==> src/rtl/button_conditioner.sv <==
// button_conditioner: turns raw, asynchronous push-button inputs into clean
// debounced levels plus single-cycle press/release event pulses.
// Each button gets its own 2-FF synchroniser, debounce counter and edge pulses.
// Optional build macro BUTTON_CONDITIONER_AUTO_REPEAT_EN adds hold-to-repeat
// pulses on btn_repeat; without it btn_repeat is tied low and no hold counters
// exist. The port list is the same in both builds.
module button_conditioner #(
  parameter int N_BTN         = 7,
  parameter int DB_CYCLES     = 2_000_000,
  parameter int HOLD_CYCLES   = 50_000_000,
  parameter int REPEAT_CYCLES = 10_000_000
) (
  input  logic             clk,
  input  logic             rst,
  input  logic [N_BTN-1:0] btn_raw,
  input  logic             enable,
  output logic [N_BTN-1:0] btn_level,
  output logic [N_BTN-1:0] btn_press,
  output logic [N_BTN-1:0] btn_release,
  output logic [N_BTN-1:0] btn_repeat,
  output logic             any_press
);

  // Debounce counter only ever needs to reach DB_CYCLES-1.
  localparam int DB_W = (DB_CYCLES > 1) ? $clog2(DB_CYCLES) : 1;
  localparam logic [DB_W-1:0] DB_LAST = DB_W'(DB_CYCLES - 1);

`ifdef BUTTON_CONDITIONER_AUTO_REPEAT_EN
  // One hold counter serves both the initial hold delay and the repeat period.
  localparam int HOLD_MAX = (HOLD_CYCLES > REPEAT_CYCLES) ? HOLD_CYCLES : REPEAT_CYCLES;
  localparam int HOLD_W   = (HOLD_MAX > 1) ? $clog2(HOLD_MAX) : 1;
  localparam logic [HOLD_W-1:0] HOLD_LAST = HOLD_W'(HOLD_CYCLES - 1);
  localparam logic [HOLD_W-1:0] REP_LAST  = HOLD_W'(REPEAT_CYCLES - 1);
`else
  // Repeat timing only matters when auto-repeat is built in.
  logic w_unused_cfg;
  assign w_unused_cfg = HOLD_CYCLES[0] ^ REPEAT_CYCLES[0];
  assign btn_repeat   = '0;
`endif

  logic [N_BTN-1:0] w_press_next;
  logic             r_any;

  genvar gi;
  generate
    for (gi = 0; gi < N_BTN; gi++) begin : g_btn
      logic            r_sync1;
      logic            r_sync2;
      logic            r_stable;
      logic [DB_W-1:0] r_db_cnt;
      logic            r_press;
      logic            r_release;
      logic            w_differ;
      logic            w_db_done;
      logic            w_rise;
      logic            w_fall;

      assign w_differ  = r_sync2 ^ r_stable;
      assign w_db_done = w_differ && (r_db_cnt == DB_LAST);
      assign w_rise    = w_db_done && r_sync2;
      assign w_fall    = w_db_done && !r_sync2;

      // Two-flop synchroniser for the asynchronous raw input
      always_ff @(posedge clk or posedge rst) begin
        if (rst) begin
          r_sync1 <= 1'b0;
          r_sync2 <= 1'b0;
        end else begin
          r_sync1 <= btn_raw[gi];
          r_sync2 <= r_sync1;
        end
      end

      // Debounce: accept a new level only after DB_CYCLES consecutive differing samples
      always_ff @(posedge clk or posedge rst) begin
        if (rst) begin
          r_db_cnt <= '0;
          r_stable <= 1'b0;
        end else if (!w_differ) begin
          r_db_cnt <= '0;
        end else if (w_db_done) begin
          r_db_cnt <= '0;
          r_stable <= r_sync2;
        end else begin
          r_db_cnt <= r_db_cnt + 1'b1;
        end
      end

      // Registered edge pulses, coincident with the level change, masked by enable
      always_ff @(posedge clk or posedge rst) begin
        if (rst) begin
          r_press   <= 1'b0;
          r_release <= 1'b0;
        end else begin
          r_press   <= w_rise && enable;
          r_release <= w_fall && enable;
        end
      end

      assign w_press_next[gi] = w_rise && enable;
      assign btn_level[gi]    = r_stable;
      assign btn_press[gi]    = r_press;
      assign btn_release[gi]  = r_release;

`ifdef BUTTON_CONDITIONER_AUTO_REPEAT_EN
      logic [HOLD_W-1:0] r_hold_cnt;
      logic              r_hold_phase;
      logic              r_repeat;
      logic              w_hold_hit;

      // Phase 0 waits for the initial hold delay, phase 1 for each repeat period.
      assign w_hold_hit = r_stable &&
                          (r_hold_cnt == (r_hold_phase ? REP_LAST : HOLD_LAST));

      // Hold timer: runs while held, clears on release (a coincident repeat is dropped)
      always_ff @(posedge clk or posedge rst) begin
        if (rst) begin
          r_hold_cnt   <= '0;
          r_hold_phase <= 1'b0;
          r_repeat     <= 1'b0;
        end else if (!r_stable || w_fall) begin
          r_hold_cnt   <= '0;
          r_hold_phase <= 1'b0;
          r_repeat     <= 1'b0;
        end else if (w_hold_hit) begin
          r_hold_cnt   <= '0;
          r_hold_phase <= 1'b1;
          r_repeat     <= enable;
        end else begin
          r_hold_cnt   <= r_hold_cnt + 1'b1;
          r_repeat     <= 1'b0;
        end
      end

      assign btn_repeat[gi] = r_repeat;
`endif
    end
  endgenerate

  // any_press is registered alongside the individual press pulses
  always_ff @(posedge clk or posedge rst) begin
    if (rst) begin
      r_any <= 1'b0;
    end else begin
      r_any <= |w_press_next;
    end
  end

  assign any_press = r_any;

endmodule

==> config.mk <==
export PLATFORM = sky130hd
export DESIGN_NAME = button_conditioner
export DESIGN_NICKNAME = d
export VERILOG_FILES = /design/src/rtl/button_conditioner.sv
export SDC_FILE = /design/constraint.sdc
export NUM_CORES = 1
export LEC_CHECK = 0
export ABC_AREA = 0
export CAP_MARGIN = 20
export CORE_ASPECT_RATIO = 1.5
export CORE_MARGIN = 1
export CORE_UTILIZATION = 61
export CTS_BUF_LIST = sky130_fd_sc_hd__clkbuf_16
export CTS_CLUSTER_SIZE = 14
export DETAILED_ROUTE_END_ITERATION = 10
export GPL_ROUTABILITY_DRIVEN = 1
export PLACE_DENSITY = 0.82
export SLEW_MARGIN = 30
export SYNTH_ARGS = -nofsm -noshare
export SYNTH_HDL_FRONTEND = slang
export SYNTH_SLANG_ARGS = --single-unit
==> constraint.sdc <==
create_clock -name clk -period 7.05 [get_ports clk]
set_input_delay 1.41 -clock clk [delete_from_list [all_inputs] [get_ports clk]]
set_output_delay 1.41 -clock clk [all_outputs]
set_load 0.05 [all_outputs]
==> metrics <==
postcts setup bufs 0; sequential fraction of the synthesis area 53.00%; slowest stage cell, crit path clkdlybuf4s50_1; status completed; Worst setup EP type output port; crit path DAT 1.70 ns; Die Y 147.8 um; Final HPWL DP 10290 um; critical-path cell list clkdlybuf4s50_1; Post-Syn Area per Cell 10.15 um^2; Inserted Diodes 0; CTS Buf Count 17; Fin Setup TNS 0 ns; EDFF count, synth 0; Top delay family on crit path buffers and inverters; worst hold path class register to register; Root Buffer clkbuf_16; WP data required 5.64 ns; Core Box Area 13660 um^2; Peak VDD IR 154.1 uV; post-CTS sizing 0; P&R area growth vs syn 9.933%; initial antenna violation count 0; Mapped Area 8641 um^2; largest net degree at the start of global routing 80; CTS tree done; Final ANT Viol Nets 0; Power Total 2171 uW; vias post-DR 5873; post-layout net count 875; IO buf count 31; CP bufs+invs 1; first-pass GRT wire length 27230 um; area share of the largest cell type after synthesis 53.00%; area leader, netlist dfrtp_1; ys flop type dfrtp_1; final hold violation count 0; Yosys warning count 0; Gate Count Post-Synth 851; Synth cell types 48; share of layout cells above drive strength 1 6.207%; cell row count 52; pwr dens 228.5 nW/um^2; most frequent cells after synthesis dfrtp_1 (183), nor2_1 (173), xor2_1 (68); IO Pins 39; chip width 99.18 um; drt pass-1 iters 4; global-route usage over all layers 23.50%; # clock sinks 183; period utilization 44.14%; # H-tree levels 4; Clock Latency Late Sink 0.43 ns; Via-to-Cell Ratio 5.691; fillers 1016; total wire length 15680 um; Leak 0.004091 uW; crit-path max cell delay 0.84 ns; fraction of registers with async set/reset 100.0%; top cells by area, synth dfrtp_1 (53%), nor2_1 (7.5%), xor2_1 (6.9%); routed wire length per instance 15.20 um; die area 14650 um^2; CP max FO 4; Final Critical Period 3.112 ns; Max clock buf depth 2; Final Max Slew Viols 0; #FFs+latches synth 183; number of remaining DRC errors 0; vias in the first global route 5920; Clock transition at path regs 0.06 ns; RSZ-0062 raised after global routing no; initial DRC count 314; routability congestion estimate 0.8037; Max Cap Viol 0; f_max 321.3 MHz; Max transition margin 48.66%; worst setup skew after layout 0.007615 ns; initial core utilization 63.24%; worst slew pin tran 0.7701 ns; count leader, synth dfrtp_1; Final setup viols 0; Worst setup SP type register; Critical Setup Path Class register to output port; CTS Hold Bufs 0; GRT overflow 0
sequential cells by signal, indices dropped and copies added (netlist names):
| name | count |
|---|---|
| g_btn.r_db_cnt | 147 |
| g_btn.r_press | 7 |
| g_btn.r_release | 7 |
| g_btn.r_sync1 | 7 |
| g_btn.r_sync2 | 7 |
| any_press | 1 |
| g_btn.r_stable | 7 |
area by class of cell:
cell class                 instances  area, um^2  area share (%)
clock inverter                    14       206.4           2.173
clock buffer                      17       425.4           4.478
tap                              162       202.7           2.134
sequential                       183        4579           48.21
inverter                          21       83.83          0.8825
timing repair buffer              34       336.6           3.543
multi-input combinational        601        3665           38.58
placed cells by master (no fill, tap or decap), types with 21 or more instances in the layout:
| master | count |
|---|---|
| dfrtp_1 | 183 |
| clkdlybuf4s50_1 | 31 |
| nand2_1 | 49 |
| nand4_1 | 32 |
| nor2_1 | 173 |
| xnor2_1 | 67 |
| xor2_1 | 68 |
| nand3_1 | 59 |
| and3_1 | 22 |
| nor3_1 | 21 |
kinds of logic (layout without fill, tap and decap cells):
family	Yosys count	after routing	share of synthesized area [%]
adder cells (fa/ha/maj)	7	7	1.014
flip-flops	183	183	53.00
XOR/XNOR	135	135	13.68
AO/OA/AOI/OAI	10	10	0.6951
buffers and inverters	73	86	4.909
multiplexers	8	8	1.086
other	1	7	0.04340
AND/OR/NAND/NOR	434	434	25.57
metal layers:
metal | GRT usage (%) | up-vias | wire length (um)
met5 | 0 | - | 0
met4 | 10.44 | 0 | 402
met3 | 4.539 | 30 | 411
met2 | 40.63 | 88 | 8285
met1 | 28.55 | 2924 | 6583
li1 | - | 2831 | -
worst paths after layout:
| check | start | endpoint | slack [ns] | depth (start not counted) |
|---|---|---|---|---|
| max | g_btn[4].r_stable | btn_level[4] | 3.94 | 1 |
| min | g_btn[2].r_sync1 | g_btn[2].r_sync2 | 0.35 | 0 |
| max reg2reg | g_btn[5].r_db_cnt[9] | g_btn[5].r_db_cnt[7] | 4.62 | 5 |
| min reg2reg | g_btn[2].r_sync1 | g_btn[2].r_sync2 | 0.35 | 0 |
| max in group asynchronous | rst | g_btn[0].r_db_cnt[0] | 4.57 | 3 |
| min in group asynchronous | rst | g_btn[5].r_db_cnt[15] | 1.42 | 2 |
stage by stage:
stage | cell area (um^2) | setup slack [ns] | util, % | instances | hold slack [ns]
global route | 9499 | 3.880 | 69.52 | 1032 | 0.3555
finish | 9499 | 3.938 | 69.52 | 1032 | 0.3509
detailed placement | 8864 | 3.753 | 64.87 | 1001 | 0.3358
CTS | 9495 | 3.921 | 69.50 | 1032 | 0.3521
global placement | 8864 | 3.767 | 64.87 | 1001 | 0.3336
floorplan | 8663 | 0.6680 | - | 857 | 0.3312
where the power goes:
part,switching [uW],internal (uW)
Combinational,53.2,18.6
Clock,396,625
Sequential,14.2,1060
(Power assumes the default switching activity.)
==> RTL edit 1, RTL diff (same flow settings) <==
Set the parameter `N_BTN` to 8 (it was 7).
--- a/src/rtl/button_conditioner.sv
+++ b/src/rtl/button_conditioner.sv
@@ -5,7 +5,7 @@
 // pulses on btn_repeat; without it btn_repeat is tied low and no hold counters
 // exist. The port list is the same in both builds.
 module button_conditioner #(
-  parameter int N_BTN         = 7,
+  parameter int N_BTN         = 8,
   parameter int DB_CYCLES     = 2_000_000,
   parameter int HOLD_CYCLES   = 50_000_000,
   parameter int REPEAT_CYCLES = 10_000_000
Interface: changed (5 resized); port bits go from 39 to 44. The function was not compared with the original's and may differ.
==> RTL edit 1 against the unedited design <==
Wire length grew 16%. Sequential cell count grew 26. Worst setup slack lost 27 ps. Global-route usage shrank 0.47 points. Clock skew grew 11 ps. Critical endpoint unchanged. Total power grew 4.7%. Cell area grew 13%. Area after synthesis grew 13%.
==> RTL edit 1: results (changes against the unedited design) <==
| Metric | Value |
|---|---|
| Clock latency on the worst-skew pair | 490 ps (+60 ps) |
| Clock Skew | 18.4 ps (+10.8 ps) |
| Status | complete, no violations |
| Worst Path Arrival | 1730 ps (+30 ps) |
| Max reg flops | 168 (+14%) |
| Ranking of synthesized cells by area | dfrtp_1, nor2_1, xor2_1, xnor2_1, nand3_1 |
| Leakage Power | 4.53 nW (+11%) |
| Worst-path clk slew | 60 ps (about the same) |
| Seq/Total Area, Yosys | 53.3% (+0.33 points) |
| CP startpoint kind | flip-flop |
| H-tree depth | 1 (-3) |
| Vias in the first global route | 6845 (+16%) |
| Ant diodes | 0 (unchanged) |
| First-pass GRT wire length | 31400 um (+15%) |
| Drt via density | 5.65 (-0.70%) |
| Netlist cell types | 44 (-8.3%) |
| Total CTS buffers | 20 (+3) |
| Commonest cells in the netlist | dfrtp_1, nor2_1, xor2_1 |
| Final #Nets | 1003 (+15%) |
| GPL Wtd Cong | 0.846 (+5.3%) |
| Port Buf Inserts | 35 (+13%) |
| Share of cells above drive strength 1 | 4.32% (-1.9 points) |
| Worst slew pin tran | 764 ps (-6.45 ps) |
| Pin count of the biggest net entering global routing | 112 (+40%) |
| P_int | 0.00177 W (+3.6%) |
| WL/cell | 15.2 um (-0.22%) |
| Initial DRC count | 361 (+15%) |
| Post-CTS Repair Setup Buffers | 0 (unchanged) |
| Post-cts resize count | 0 (unchanged) |
| Pre-CTS WS | 3670 ps (-80.1 ps) |
| Clock Tree Buf Depth | 3 (+1) |
| Peak supply drop | 0.211 mV (+37%) |
| CP max stage delay | 830 ps |
| GR Util All Layers | 23.0% (-0.47 points) |
| Largest reg by FF count | g_btn.r_db_cnt |
| Max cap viols | 0 (unchanged) |
| DRT Pass-1 Iters | 5 (+1) |
| Estimated wirelength of the detail-placed design | 12100 um (+18%) |
==> RTL edit 1: cell types whose count changed after synthesis, sizes merged, moves of 4 or more <==
| cell | delta |
|---|---|
| dfrtp | +26 |
| nor2 | +31 |
| nor4b | +4 |
| or4b | +4 |
| xnor2 | +11 |
| nand2 | +15 |
| xor2 | +12 |
| nand3 | +5 |
| nor3 | +10 |
| and4 | +4 |
==> RTL edit 1: path summary, 6_finish.rpt <==
kind | from | to | slack [ps] | cells after the start
min in group asynchronous | rst | g_btn[1].r_release$_DFF_PP0_ | 1320 | 2
max in group asynchronous | rst | g_btn[7].r_db_cnt[15]$_DFF_PP0_ | 4710 | 3
worst min register to register | g_btn[0].r_sync1$_DFF_PP0_ | g_btn[0].r_sync2$_DFF_PP0_ | 350 | 0
worst max-delay path | g_btn[4].r_stable$_DFFE_PP0P_ | btn_level[4] | 3910 | 1
worst max register to register | g_btn[2].r_db_cnt[14]$_DFF_PP0_ | g_btn[2].r_db_cnt[17]$_DFF_PP0_ | 4560 | 5
worst min-delay path | g_btn[0].r_sync1$_DFF_PP0_ | g_btn[0].r_sync2$_DFF_PP0_ | 350 | 0
==> RTL edit 1: kinds of logic (layout without fill, tap and decap cells) <==
kind of cell               after synthesis  in the layout  share of synthesized area, %
DFF                                    209            209                          53.3
other                                    1              8                        0.0382
buffers and inverters                   73             89                          4.26
muxes                                    6              6                         0.689
and+or+nand+nor                        508            508                          25.9
xor gates and xnor gates               158            158                          14.1
adders and majority gates                8              8                          1.02
AOI/OAI and AO/OA                        9              9                         0.676
==> RTL edit 1: metrics by stage <==
step                      total power [W]  hold slack [ps]  std cells  area (sq um)
after floorplan                   0.00132              331        979          9840
after global placement            0.00133              333       1165         10100
after detailed placement          0.00134              336       1165         10100
after CTS                         0.00230              352       1198         10700
after global routing              0.00235              353       1198         10700
final                             0.00227              350       1198         10700
==> RTL edit 1: final cells by class <==
type                       instances  area [sq um]
clock buffer                      21           526
clock inverter                    12          47.5
fill                            1254          4990
inverter                          19          75.1
multi-input combinational        697          4190
sequential                       209          5230
tap                              203           254
timing repair buffer              37           382
==> RTL edit 1: routing by layer <==
| metal | vias up | routed length (um) | global-route usage [%] |
|---|---|---|---|
| met4 | 0 | 367 | 6.68 |
| met1 | 3374 | 7410 | 28.7 |
| met2 | 128 | 9640 | 42.0 |
| li1 | 3240 | - | - |
| met5 | - | 0 | 0 |
| met3 | 28 | 746 | 2.98 |
==> RTL edit 1: power by group through the flow <==
stage	logic (W)	clock network [W]	registers [W]
after floorplan	0.0000658	0	0.00125
after global placement	0.0000811	0	0.00125
after detailed placement	0.0000827	0	0.00125
after CTS	0.0000836	0.000983	0.00123
after global routing	0.0000940	0.00103	0.00123
final	0.0000812	0.000959	0.00123
==> RTL edit 2, RTL diff (config.mk and constraints unchanged) <==
Without the edit above. Register the input `btn_raw` before use. The logic sees it one clock later. The other inputs are not delayed to match.
--- a/src/rtl/button_conditioner.sv
+++ b/src/rtl/button_conditioner.sv
@@ -24,6 +24,12 @@
   // Debounce counter only ever needs to reach DB_CYCLES-1.
   localparam int DB_W = (DB_CYCLES > 1) ? $clog2(DB_CYCLES) : 1;
   localparam logic [DB_W-1:0] DB_LAST = DB_W'(DB_CYCLES - 1);
+
+  logic [N_BTN-1:0] btn_raw_q;
+
+  always_ff @(posedge clk) begin
+    btn_raw_q <= btn_raw;
+  end
 
 `ifdef BUTTON_CONDITIONER_AUTO_REPEAT_EN
   // One hold counter serves both the initial hold delay and the repeat period.
@@ -66,7 +72,7 @@
           r_sync1 <= 1'b0;
           r_sync2 <= 1'b0;
         end else begin
-          r_sync1 <= btn_raw[gi];
+          r_sync1 <= btn_raw_q[gi];
           r_sync2 <= r_sync1;
         end
       end
Function: same outputs for any inputs over 10 cycles, from zero or initial values and one cycle with rst high; that may be too few to reach the edited logic, so the function may still have changed.
==> RTL edit 2 against the unedited design <==
Global-route usage down 1.0 points. Wire length shrank 2.5%. Fmax grew 0.38%. Critical endpoint is now btn_level[1]. Clock power shrank 15%. Final cell count rose by 0.87%. Critical path type unchanged. Area after synthesis is 0.42% higher. Worst setup slack gained 12 ps. Sequential cell count rose by 7. Cell area is 0.47% lower. Utilization shrank 1.6 points. Total power shrank 5.2%. First-iteration DRC count is 34% higher. Die area increased by 0.41%. Highest routed layer unchanged. Clock skew grew 2.4 ps.
==> RTL edit 2: results (changes against the unedited design) <==
| Metric | Value |
|---|---|
| Status | complete, no violations |
| CP max stage delay | 860 ps (+20 ps) |
| First-pass GRT wire length | 26400 um (-3.0%) |
| Initial DRC count | 422 (+34%) |
| Ranking of synthesized cells by area | dfrtp_1, nor2_1, xor2_1, xnor2_1, nand3_1 |
| Non-clock buffer share | 3.44% (-0.10 points) |
| Post-Synthesis Cells | 852 (+0.12%) |
| Share of cells above drive strength 1 | 5.25% (-0.96 points) |
| # fillers | 1054 (+3.7%) |
| Ys async rst share | 96.3% (-3.7 points) |
| Clock Skew | 10.0 ps (+2.41 ps) |
| Seq/Total Area, Yosys | 54.4% (+1.4 points) |
| Post-DP Area | 8930 sq um (+0.71%) |
| CTS Sinks | 190 (+3.8%) |
| Commonest cells in the netlist | dfrtp_1, nor2_1, xor2_1 |
| Critical R2R Launch | g_btn[3].r_sync2$_DFF_PP0_ |
| Drt via density | 5.65 (-0.80%) |
| Fin cells | 1041 (+0.87%) |
| GR Util All Layers | 22.5% (-1.0 points) |
| Non-clk bufs | 33 (-2.9%) |
| Compound-Gate Fraction of Synth Area | 0.461% (-0.23 points) |
| Routed WL | 15300 um (-2.5%) |
| Invs w/o clock | 25 (+19%) |
| Leakage Power | 4.00 nW (-2.1%) |
| Pre-CTS WS | 3870 ps (+116 ps) |
| DRT Pass-1 Iters | 5 (+1) |
| Crit-path max FO | 5 (+1) |
| Netlist cell types | 42 (-13%) |
| GPL Wtd Cong | 0.828 (+3.0%) |
| Peak supply drop | 0.177 mV (+15%) |
| Clk tree area frac | 5.58% (-1.1 points) |
| Final #Nets | 882 (+0.80%) |
| Worst setup path startpoint | g_btn[1].r_stable$_DFFE_PP0P_ |
| Multi-input logic area | 3580 sq um (-2.4%) |
==> RTL edit 2: final timing paths <==
check,end,slack (ps),cells past startpoint
max in group asynchronous,g_btn[1].r_db_cnt[8]$_DFF_PP0_,4410,3
worst max register to register,g_btn[3].r_db_cnt[12]$_DFF_PP0_,4660,5
min in group asynchronous,g_btn[2].r_stable$_DFFE_PP0P_,1470,2
worst min register to register,g_btn[5].r_sync1$_DFF_PP0_,330,0
worst max-delay path,btn_level[1],3950,1
worst min-delay path,g_btn[5].r_sync1$_DFF_PP0_,330,0
==> RTL edit 2: per-layer routing <==
layer / wire [um] / vias up / GRT usage, %
met5: 0 / - / 0
met4: 241 / 0 / 7.72
met3: 548 / 27 / 3.99
met2: 7850 / 120 / 38.7
met1: 6650 / 2901 / 28.6
li1: - / 2829 / -
==> RTL edit 2: power breakdown <==
part	internal [W]	switching, W
Sequential	0.00111	0.0000156
Clock	0.000477	0.000390
Combinational	0.0000176	0.0000518
